`config.mk`:
```
export PLATFORM = sky130hd
export DESIGN_NAME = sdram_client_arbiter
export DESIGN_NICKNAME = d
export VERILOG_FILES = /design/src/rtl/sdram_client_arbiter.sv
export SDC_FILE = /design/constraint.sdc
export NUM_CORES = 1
export LEC_CHECK = 0
export CAP_MARGIN = 20
export CORE_AREA = 2 2 163 165
export CTS_CLUSTER_DIAMETER = 50
export CTS_CLUSTER_SIZE = 12
export DETAILED_ROUTE_END_ITERATION = 10
export DIE_AREA = 0 0 165 167
export PLACE_DENSITY = 0.66
export SLEW_MARGIN = 20
export SYNTH_ARGS = -nofsm -noshare
export SYNTH_HDL_FRONTEND = slang
export SYNTH_SLANG_ARGS = --single-unit
```
`constraint.sdc`:
```
create_clock -name i_clk -period 8.8 [get_ports i_clk]
set_input_delay 2.2 -clock i_clk [delete_from_list [all_inputs] [get_ports i_clk]]
set_output_delay 2.2 -clock i_clk [all_outputs]
set_load 0.03 [all_outputs]
```
`src/rtl/sdram_client_arbiter.sv`:
```
// Round-robin arbiter placing N concurrent clients onto a single SDRAMBus port, one transaction in flight,
// with optional single-owner lock and a watchdog that aborts transactions the SDRAM never completes.
module sdram_client_arbiter #(
    parameter int NUM_CLIENTS = 5,
    parameter int ADDR_W      = 23,
    parameter int DATA_W      = 32,
    parameter int TIMEOUT     = 1024,
    localparam int IDW        = (NUM_CLIENTS > 1) ? $clog2(NUM_CLIENTS) : 1
) (
    input  logic                          i_clk,
    input  logic                          i_rst,
    input  logic [NUM_CLIENTS-1:0]        cli_read,
    input  logic [NUM_CLIENTS-1:0]        cli_write,
    input  logic [NUM_CLIENTS*ADDR_W-1:0] cli_addr,
    input  logic [NUM_CLIENTS*DATA_W-1:0] cli_writedata,
    output logic [DATA_W-1:0]             cli_readdata,
    output logic [NUM_CLIENTS-1:0]        cli_finished,
    output logic                          cli_error,
    input  logic                          lock_en,
    input  logic [IDW-1:0]                lock_id,
    output logic [IDW-1:0]                grant_id,
    output logic                          busy,
    output logic                          sdram_read,
    output logic                          sdram_write,
    output logic [ADDR_W-1:0]             sdram_addr,
    output logic [DATA_W-1:0]             sdram_writedata,
    input  logic [DATA_W-1:0]             sdram_readdata,
    input  logic                          sdram_finished
);

    localparam int WDW = $clog2(TIMEOUT) + 1;

    typedef enum logic [1:0] {
        ST_IDLE = 2'd0,
        ST_BUSY = 2'd1,
        ST_ACK  = 2'd2,
        ST_GAP  = 2'd3
    } state_t;

    state_t                   r_state;
    state_t                   w_state_nxt;
    logic [IDW-1:0]           r_rr;
    logic [IDW-1:0]           r_grant_id;
    logic [WDW-1:0]           r_wdog;
    logic                     r_op_read;
    logic                     r_timed_out;
    logic                     r_sd_read;
    logic                     r_sd_write;
    logic [ADDR_W-1:0]        r_sd_addr;
    logic [DATA_W-1:0]        r_sd_wdata;
    logic [DATA_W-1:0]        r_readdata;
    logic [NUM_CLIENTS-1:0]   r_cli_finished;
    logic                     r_cli_error;
    logic                     r_busy;

    logic [NUM_CLIENTS-1:0]   w_lock_mask;
    logic [NUM_CLIENTS-1:0]   w_elig;
    logic                     w_found;
    logic [IDW-1:0]           w_pick;
    logic                     w_timeout;

    function automatic logic [NUM_CLIENTS-1:0] onehot(input logic [IDW-1:0] idx);
        logic [NUM_CLIENTS-1:0] v;
        v = '0;
        for (int k = 0; k < NUM_CLIENTS; k++) begin
            v[k] = (int'(idx) == k);
        end
        return v;
    endfunction

    // Eligibility mask: an out-of-range lock_id matches no client, so nothing is granted.
    always_comb begin
        w_lock_mask = '0;
        for (int k = 0; k < NUM_CLIENTS; k++) begin
            w_lock_mask[k] = !lock_en || (int'(lock_id) == k);
        end
    end

    assign w_elig    = (cli_read | cli_write) & w_lock_mask;
    assign w_timeout = (r_wdog == WDW'(TIMEOUT - 1));

    // Round-robin search starting just after the last granted client, wrapping around.
    always_comb begin
        w_found = 1'b0;
        w_pick  = '0;
        for (int i = 1; i <= NUM_CLIENTS; i++) begin
            int idx;
            idx     = (int'(r_rr) + i) % NUM_CLIENTS;
            w_pick  = (!w_found && w_elig[idx]) ? IDW'(idx) : w_pick;
            w_found = w_found | w_elig[idx];
        end
    end

    // Next-state logic for the IDLE -> BUSY -> ACK -> GAP cycle.
    always_comb begin
        w_state_nxt = r_state;
        case (r_state)
            ST_IDLE: begin
                if (w_found) begin
                    w_state_nxt = ST_BUSY;
                end else begin
                    w_state_nxt = ST_IDLE;
                end
            end
            ST_BUSY: begin
                if (sdram_finished || w_timeout) begin
                    w_state_nxt = ST_ACK;
                end else begin
                    w_state_nxt = ST_BUSY;
                end
            end
            ST_ACK:  w_state_nxt = ST_GAP;
            ST_GAP:  w_state_nxt = ST_IDLE;
            default: w_state_nxt = ST_IDLE;
        endcase
    end

    // State register.
    always_ff @(posedge i_clk or negedge i_rst) begin
        if (!i_rst) begin
            r_state <= ST_IDLE;
        end else begin
            r_state <= w_state_nxt;
        end
    end

    // Datapath and registered outputs; a reset mid-transaction drops it without a completion pulse.
    always_ff @(posedge i_clk or negedge i_rst) begin
        if (!i_rst) begin
            r_rr           <= IDW'(NUM_CLIENTS - 1);
            r_grant_id     <= '0;
            r_wdog         <= '0;
            r_op_read      <= 1'b0;
            r_timed_out    <= 1'b0;
            r_sd_read      <= 1'b0;
            r_sd_write     <= 1'b0;
            r_sd_addr      <= '0;
            r_sd_wdata     <= '0;
            r_readdata     <= '0;
            r_cli_finished <= '0;
            r_cli_error    <= 1'b0;
            r_busy         <= 1'b0;
        end else begin
            r_cli_finished <= '0;
            r_cli_error    <= 1'b0;
            r_busy         <= (w_state_nxt == ST_BUSY) || (w_state_nxt == ST_ACK);
            case (r_state)
                ST_IDLE: begin
                    if (w_found) begin
                        r_grant_id  <= w_pick;
                        r_rr        <= w_pick;
                        r_wdog      <= '0;
                        r_timed_out <= 1'b0;
                        r_op_read   <= cli_read[w_pick] && !cli_write[w_pick];
                        r_sd_read   <= cli_read[w_pick] && !cli_write[w_pick];
                        r_sd_write  <= cli_write[w_pick];
                        r_sd_addr   <= cli_addr[int'(w_pick)*ADDR_W +: ADDR_W];
                        r_sd_wdata  <= cli_writedata[int'(w_pick)*DATA_W +: DATA_W];
                    end
                end
                ST_BUSY: begin
                    if (sdram_finished) begin
                        r_sd_read  <= 1'b0;
                        r_sd_write <= 1'b0;
                        if (r_op_read) begin
                            r_readdata <= sdram_readdata;
                        end
                    end else if (w_timeout) begin
                        r_sd_read   <= 1'b0;
                        r_sd_write  <= 1'b0;
                        r_timed_out <= 1'b1;
                    end else begin
                        r_wdog <= r_wdog + WDW'(1);
                    end
                end
                ST_ACK: begin
                    r_cli_finished <= onehot(r_grant_id);
                    r_cli_error    <= r_timed_out;
                    r_timed_out    <= 1'b0;
                end
                default: begin
                end
            endcase
        end
    end

    assign cli_readdata    = r_readdata;
    assign cli_finished    = r_cli_finished;
    assign cli_error       = r_cli_error;
    assign grant_id        = r_grant_id;
    assign busy            = r_busy;
    assign sdram_read      = r_sd_read;
    assign sdram_write     = r_sd_write;
    assign sdram_addr      = r_sd_addr;
    assign sdram_writedata = r_sd_wdata;

endmodule

```
==> impl_metrics.tcl <==
set metrics [dict create \
    rsz0062_at_grt "no" \
    r2r_end "sdram_addr[14]" \
    hold_buffers 0 \
    fp.dieH_um 167 \
    critPathMaxFanout 67 \
    synthesis.instances 881 \
    ys_seq_area_frac 0.343 \
    clock.fmax_mhz 156 \
    hold_viol_final 0 \
    synth_edf_count 0 \
    grt_util_all_layers 0.242 \
    drtIter0Drc 431 \
    post_cts_buffers 0 \
    grt_pass1_wl_mm 50.2 \
    path_cells "clkdlybuf4s50_1 -> or3b_2 -> a21oi_1 -> mux4_2 -> mux2i_1 -> o211ai_1 -> mux2_2 -> a211oi_4 -> buf_12 -> mux2i_1 -> o221ai_1 -> o22a_1" \
    min_from "r_wdog[9]" \
    finalSetupViolCount 0 \
    area_growth_pct 60.7 \
    die_x_um 165 \
    io_pins 423 \
    yosysTopAreaCell "dfrtp_1" \
    max_stage_delay_ns 0.64 \
    start_kind "primary input" \
    cp_top_family "compound AO/OA/AOI/OAI gates" \
    synthFlopType "dfrtp_1" \
    hold_depth 1 \
    avgViaCountPerCell 5.24 \
    io_buffers 422 \
    multi_input_area_um2 4930 \
    avgSynthCellArea_um2 9.54 \
    timing.slew.headroom 0.358 \
    dieArea_um2 27600 \
    cp.buffers_inverters 2 \
    cts_made_buffers 17 \
    synthTopCellsByArea "dfrtp_1 34%, mux2i_1 15%, o221ai_1 5.7%" \
    yosys.area.top_type_share 0.340 \
    core_area_um2 25800 \
    yosysUniqueCellTypes 69 \
    crit_top_cell "mux2i_1" \
    slowest_stage "a21oi_1" \
    fin_cells 1625 \
    rows 59 \
    drc 0 \
    clk_pin_slew_ns 0.07 \
    cts-root-buf "clkbuf_16" \
    synth_common_cells "125 x mux2i_1, 114 x dfrtp_1, 85 x nor2_1" \
    yosysWarningCount 0 \
    regArea_um2 2880 \
    r2r_start "r_rr[2]" \
    hold_class "flip-flop to flip-flop" \
    clkLatencyLatePin_ns 0.42 \
    htree_levels 4 \
    crit_path_end_kind "flip-flop" \
    r2r_slack_ns 2.50 \
    syn_area_um2 8400 \
    firstDrtPassIters 5 \
    synth_nets 1232 \
    drive_gt1_frac 0.0871 \
    fin_tns_setup_ns 0 \
    maxCapViolCount 0 \
    period_share 0.730 \
    vias 8520 \
    grt-ovfl-total 0 \
    routed_wl_mm 33.8 \
    final_nets 1624 \
    placed_cells 1589 \
    min_to "r_wdog[9]" \
    period_needed_ns 6.43 \
    status "finished, final reports clean" \
    hpwlAfterDp_mm 26.0 \
    start_util 0.326 \
    cts-resized-gates 0 \
    crit_arrival_ns 6.73 \
    reg2reg_depth 19 \
    antenna_left 0 \
    gp_congestion 0.909 \
    cts_buffer_depth 2 \
    cts_tree "yes" \
    nFillCells 2407 \
    ys_seq_elements 115 \
    synthArstFlopShare 1.00 \
    grt_pass1_vias 8530 \
    grt_max_degree 81 \
    antenna_found_initial 4 \
    report.final.slew_viol_count 0 \
    synth_most_common_cell "mux2i_1" \
    crit_type "primary input to flip-flop" \
    wl_per_cell_um 20.8 \
    cp_data_required_time_ns 9.11 \
    clock_skew_ns 0.0149 \
    tightest_slew_ns 0.963 \
    cts_sinks 115 \
]
-- logic make-up after synthesis --
group           Yosys count  share of synthesized area
mux                     166                      0.208
flops                   115                      0.343
compound gates          213                      0.201
fa+ha+maj                27                     0.0411
xor+xnor                 10                     0.0104
simple gates            209                      0.123
buf+inv                 141                     0.0739
-- area by class of cell --
class	count	share of cell area
repair buffers	435	0.323
clock buffers	17	0.0315
flip-flops and latches	115	0.213
clock inverters	15	0.0134
multi-input cells	625	0.365
well taps	335	0.0310
inverters	79	0.0220
diodes	4	0.000741
-- layout by cell type (no fill, tap or decap), types with 17 or more instances in the layout --
| cell | count |
|---|---|
| nor2_1 | 85 |
| ha_1 | 26 |
| o221ai_1 | 55 |
| o22a_1 | 55 |
| clkbuf_16 | 17 |
| o21ai_0 | 17 |
| nand2_1 | 35 |
| mux2i_1 | 125 |
| inv_1 | 77 |
| clkdlybuf4s50_1 | 421 |
| mux2_2 | 38 |
| dfrtp_1 | 114 |
-- routing by layer --
metal	GRT usage	routed length, um	vias up
met5	0	0	-
met4	0.0741	748	0
met3	0.0695	2440	39
met2	0.406	16700	287
met1	0.299	13900	4125
li1	-	-	4069
-- state kept, by name (all words and copies together) (netlist names) --
| register | flops |
|---|---|
| cli_error | 1 |
| r_rr | 3 |
| r_timed_out | 1 |
| sdram_read | 1 |
| r_wdog | 11 |
| grant_id | 1 |
| cli_readdata | 32 |
| sdram_addr | 23 |
| r_state | 2 |
| r_op_read | 1 |
| sdram_write | 1 |
| busy | 1 |
| cli_finished | 5 |
| sdram_writedata | 32 |
-- per-stage QoR --
stage | util | hold slack [ns] | worst slack, ns | instance area, um^2
2_1_floorplan | - | 0.454 | 3.25 | 8400
3_3_place_gp | 0.500 | 0.469 | 2.20 | 12900
3_5_place_dp | 0.500 | 0.483 | 1.99 | 12900
4_1_cts | 0.524 | 0.486 | 2.44 | 13500
5_1_grt | 0.524 | 0.506 | 2.07 | 13500
6_report | 0.524 | 0.489 | 2.37 | 13500
-- worst max path at each step --
stage | depth (start not counted) | slack (ns) | startpoint | end
floorplan | 23 | 3.25 | r_rr[2] | sdram_writedata[16]
global placement | 12 | 2.20 | lock_id[0] | sdram_write
detailed placement | 12 | 1.99 | lock_id[0] | sdram_write
CTS | 12 | 2.44 | lock_id[0] | sdram_write
global route | 19 | 2.07 | r_rr[2] | sdram_addr[14]
finish | 12 | 2.37 | lock_id[0] | sdram_addr[12]
Power is left out: the tool's default activity adds up to more than one toggle a clock period on the data nets, which glitch-free logic cannot reach.
==> variant 1 (same flow settings) <==
Encoding of `state_t`: now one-hot (4 bits for 4 states).
--- a/src/rtl/sdram_client_arbiter.sv
+++ b/src/rtl/sdram_client_arbiter.sv
@@ -31,9 +31,9 @@
     localparam int WDW = $clog2(TIMEOUT) + 1;
 
-    typedef enum logic [1:0] {
-        ST_IDLE = 2'd0,
-        ST_BUSY = 2'd1,
-        ST_ACK  = 2'd2,
-        ST_GAP  = 2'd3
+    typedef enum logic [3:0] {
+        ST_IDLE = 4'b0001,
+        ST_BUSY = 4'b0010,
+        ST_ACK  = 4'b0100,
+        ST_GAP  = 4'b1000
     } state_t;
 
Check against the original RTL: same outputs for any inputs over 4 cycles, from zero or initial values and one cycle with i_rst low; so few cycles prove little.
==> variant 1 against the original RTL <==
Via count is 1.6% higher. Synthesized cell count decreased by 7.2%. Non-clock buffer count is 2 lower. Final area down 1.3%. Critical path depth is 8 higher. Area after synthesis shrank 0.97%. Utilization decreased by 0.66 points. Routed wire length up 7.5%. Critical endpoint is now sdram_writedata[2]$_DFFE_PN0P_. Count of clock-buffer cells in the layout rose by 2. Worst hold slack worse by 4.9 ps. Worst setup slack worse by 32 ps. Sequential cell count grew 2.
Power is not shown: default switching activity piles up to over one toggle a cycle in this logic, so the estimate is an artifact.
==> variant 1: results <==
{
  "use_met1_pct": 34.3,
  "drive_above_1_share_pct": 9.99,
  "cts_buffers": 17,
  "synthArstFlopShare_pct": 100,
  "start_kind": "flop",
  "netlist_top_cells_count": "dfrtp_1, nand2_1, mux2i_1, o221ai_1, a222oi_1",
  "min_to": "sdram_writedata[28]$_DFFE_PN0P_",
  "synthMuxAreaShare_pct": 13.2,
  "r2r-start": "r_rr[1]$_DFFE_PN0P_",
  "placed_cells": 1524,
  "fillers": 2401,
  "top_layer": "met4",
  "drt-met1-wl_mm": 15.4,
  "synth_area_leaders": "dfrtp_1, mux2i_1, a222oi_1",
  "max_stage_delay_ps": 560,
  "maxSlewHeadroom_pct": 42.0,
  "ys_types": 95,
  "grt_start_max_net_pins": 88,
  "routed-wl-met3_mm": 3.53,
  "r2r-end": "sdram_writedata[2]$_DFFE_PN0P_",
  "min_path_type": "reg2reg",
  "postSynthAreaPerCell_sq_um": 10.2,
  "grt_pass1_wl_mm": 52.6,
  "synth_fa_ha_area_share_pct": 4.60,
  "synth_compound_area_share_pct": 26.6,
  "dr.pass1.iters": 10,
  "antenna_found_initial": 5,
  "synth_xor_area_share_pct": 1.86,
  "grt_usage_pct": 25.7,
  "grt_pass1_vias": 8592,
  "synthMostInstantiatedCell": "dfrtp_1",
  "fin_nets": 1562,
  "yosysSeqAreaShare_pct": 35.2,
  "synth_warnings": 0,
  "routed_wl_mm": 36.3,
  "min_from": "sdram_writedata[28]$_DFFE_PN0P_",
  "wl_met2_mm": 16.9,
  "met2_usage_pct": 40.0,
  "path_delay_family": "compound AO/OA/AOI/OAI gates",
  "min_period_over_period_pct": 73.4,
  "hold_ws_ps": 484,
  "arrival_ps": 6700,
  "reg2reg_setup_slack_ps": 2340,
  "dp_slack_ps": 2360,
  "via_count": 8654,
  "viasPerCell": 5.55,
  "critPathSlowestCell": "dfrtp_1",
  "drt-initial-drc-count": 1091,
  "holdPathStages": 2,
  "hpwl_mm": 28.4,
  "crit_fanout": 55,
  "place.gp.congestion": 0.912,
  "status": "completed",
  "finalClockSkew_ps": 12.4,
  "synth_nets": 1172,
  "io_buffers": 422,
  "worst-r2r-cell-count": 20,
  "ctsResizeCount": 0,
  "grtUsageMet3_pct": 8.02
}
==> variant 1: layout make-up <==
| class | instances | area, sq um | share of cell area, % |
|---|---|---|---|
| inverter | 27 | 101 | 0.760 |
| timing repair buffer | 433 | 4320 | 32.4 |
| clock buffer | 19 | 443 | 3.32 |
| clock inverter | 13 | 171 | 1.29 |
| sequential | 117 | 2930 | 22.0 |
| multi-input combinational | 612 | 4940 | 37.1 |
| antenna | 4 | 10.0 | 0.0751 |
| tap | 335 | 419 | 3.14 |
==> variant 1: worst max path at each step <==
stage,end,cells after the start
6_report,sdram_writedata[2]$_DFFE_PN0P_,20
3_5_place_dp,sdram_writedata[10]$_DFFE_PN0P_,12
2_1_floorplan,sdram_addr[0]$_DFFE_PN0P_,23
3_3_place_gp,sdram_writedata[5]$_DFFE_PN0P_,12
5_1_grt,sdram_writedata[3]$_DFFE_PN0P_,20
4_1_cts,sdram_addr[16]$_DFFE_PN0P_,20
==> variant 2 (config.mk and constraints unchanged) <==
Made on the original files. `ADDR_W`: 23 -> 21.
--- a/src/rtl/sdram_client_arbiter.sv
+++ b/src/rtl/sdram_client_arbiter.sv
@@ -3,5 +3,5 @@
 module sdram_client_arbiter #(
     parameter int NUM_CLIENTS = 5,
-    parameter int ADDR_W      = 23,
+    parameter int ADDR_W      = 21,
     parameter int DATA_W      = 32,
     parameter int TIMEOUT     = 1024,
Ports: changed (resized cli_addr and sdram_addr); port bits go from 423 to 411. The function was not compared with the original's and may differ.
==> variant 2 against the original RTL <==
Worst setup slack got worse by 520 ps. Highest routed layer unchanged. Area after synthesis decreased by 3.0%. Register-to-register slack got worse by 640 ps. Final area decreased by 3.3%. Via count increased by 2.2%. Sequential share of layout area increased by 0.35 points. Sequential cell count decreased by 2. Non-clock buffer count decreased by 11. Routed wire length increased by 4.7%. Synthesized cell count decreased by 4.5%.
Power is not shown: default switching activity piles up to over one toggle a cycle in this logic, so the estimate is an artifact.
==> variant 2: results <==
{
  "status": "completed",
  "nonClkBufAreaFrac_pct": 32.2,
  "ff_latch_area_sq_mm": 0.00283,
  "grt_usage_pct": 25.2,
  "routed-wl-met3_mm": 2.79,
  "antenna_found_initial": 8,
  "comb.multi_input.count": 636,
  "inv_count": 24,
  "fillers": 2394,
  "initial_utilization_pct": 31.6,
  "ys_types": 82,
  "use_met1_pct": 31.7,
  "synth_area_leaders": "dfrtp_1, mux2i_1, a2111oi_0",
  "yosysSeqAreaShare_pct": 34.7,
  "synth_seq_cells": 113,
  "diodes": 8,
  "final_util_pct": 50.7,
  "viasPerCell": 5.54,
  "grt_start_max_net_pins": 67,
  "multi_input_area_sq_mm": 0.00491,
  "critPathSlowestCell": "dfrtp_1",
  "grtUsageMet3_pct": 7.50,
  "hold_ws_ps": 497,
  "crit_fanout": 54,
  "max_stage_delay_ps": 730,
  "place.gp.congestion": 0.931,
  "postSynthAreaPerCell_sq_um": 9.69,
  "met2_usage_pct": 40.9,
  "placed_cells": 1532,
  "synth_xor_area_share_pct": 1.52,
  "hpwl_mm": 27.0,
  "dp_slack_ps": 1790,
  "drt-met1-wl_mm": 14.5,
  "clkCellAreaFrac_pct": 4.42,
  "wl_per_cell_um": 22.5,
  "grt_pass1_vias": 8594,
  "tightestPinTransition_ps": 1050,
  "synthMuxAreaShare_pct": 13.6,
  "n_all_buffers": 424,
  "synth_fa_ha_area_share_pct": 3.84,
  "arrival_ps": 7260,
  "drive_above_1_share_pct": 9.36
}
[variant 2: changes by cell type after synthesis, moves of 50 or more]
cell,change
o221ai_1,-54
o22a_1,-54
and3_1,+55
inv_1,-56
o22ai_1,+52
a2111oi_0,+50
mux2i_1,-64
[variant 2: worst paths after layout]
path | start | endpoint | slack [ps] | cells past startpoint
max in group asynchronous | i_rst | sdram_writedata[26]$_DFFE_PN0P_ | 5650 | 2
worst max-delay path | r_rr[0]$_DFFE_PN0P_ | sdram_writedata[21]$_DFFE_PN0P_ | 1860 | 19
worst max register to register | r_rr[0]$_DFFE_PN0P_ | sdram_writedata[21]$_DFFE_PN0P_ | 1860 | 19
worst min-delay path | r_wdog[9]$_DFFE_PN0P_ | r_wdog[9]$_DFFE_PN0P_ | 500 | 1
min in group asynchronous | i_rst | cli_finished[3]$_DFF_PN0_ | 1900 | 1
worst min register to register | r_wdog[9]$_DFFE_PN0P_ | r_wdog[9]$_DFFE_PN0P_ | 500 | 1
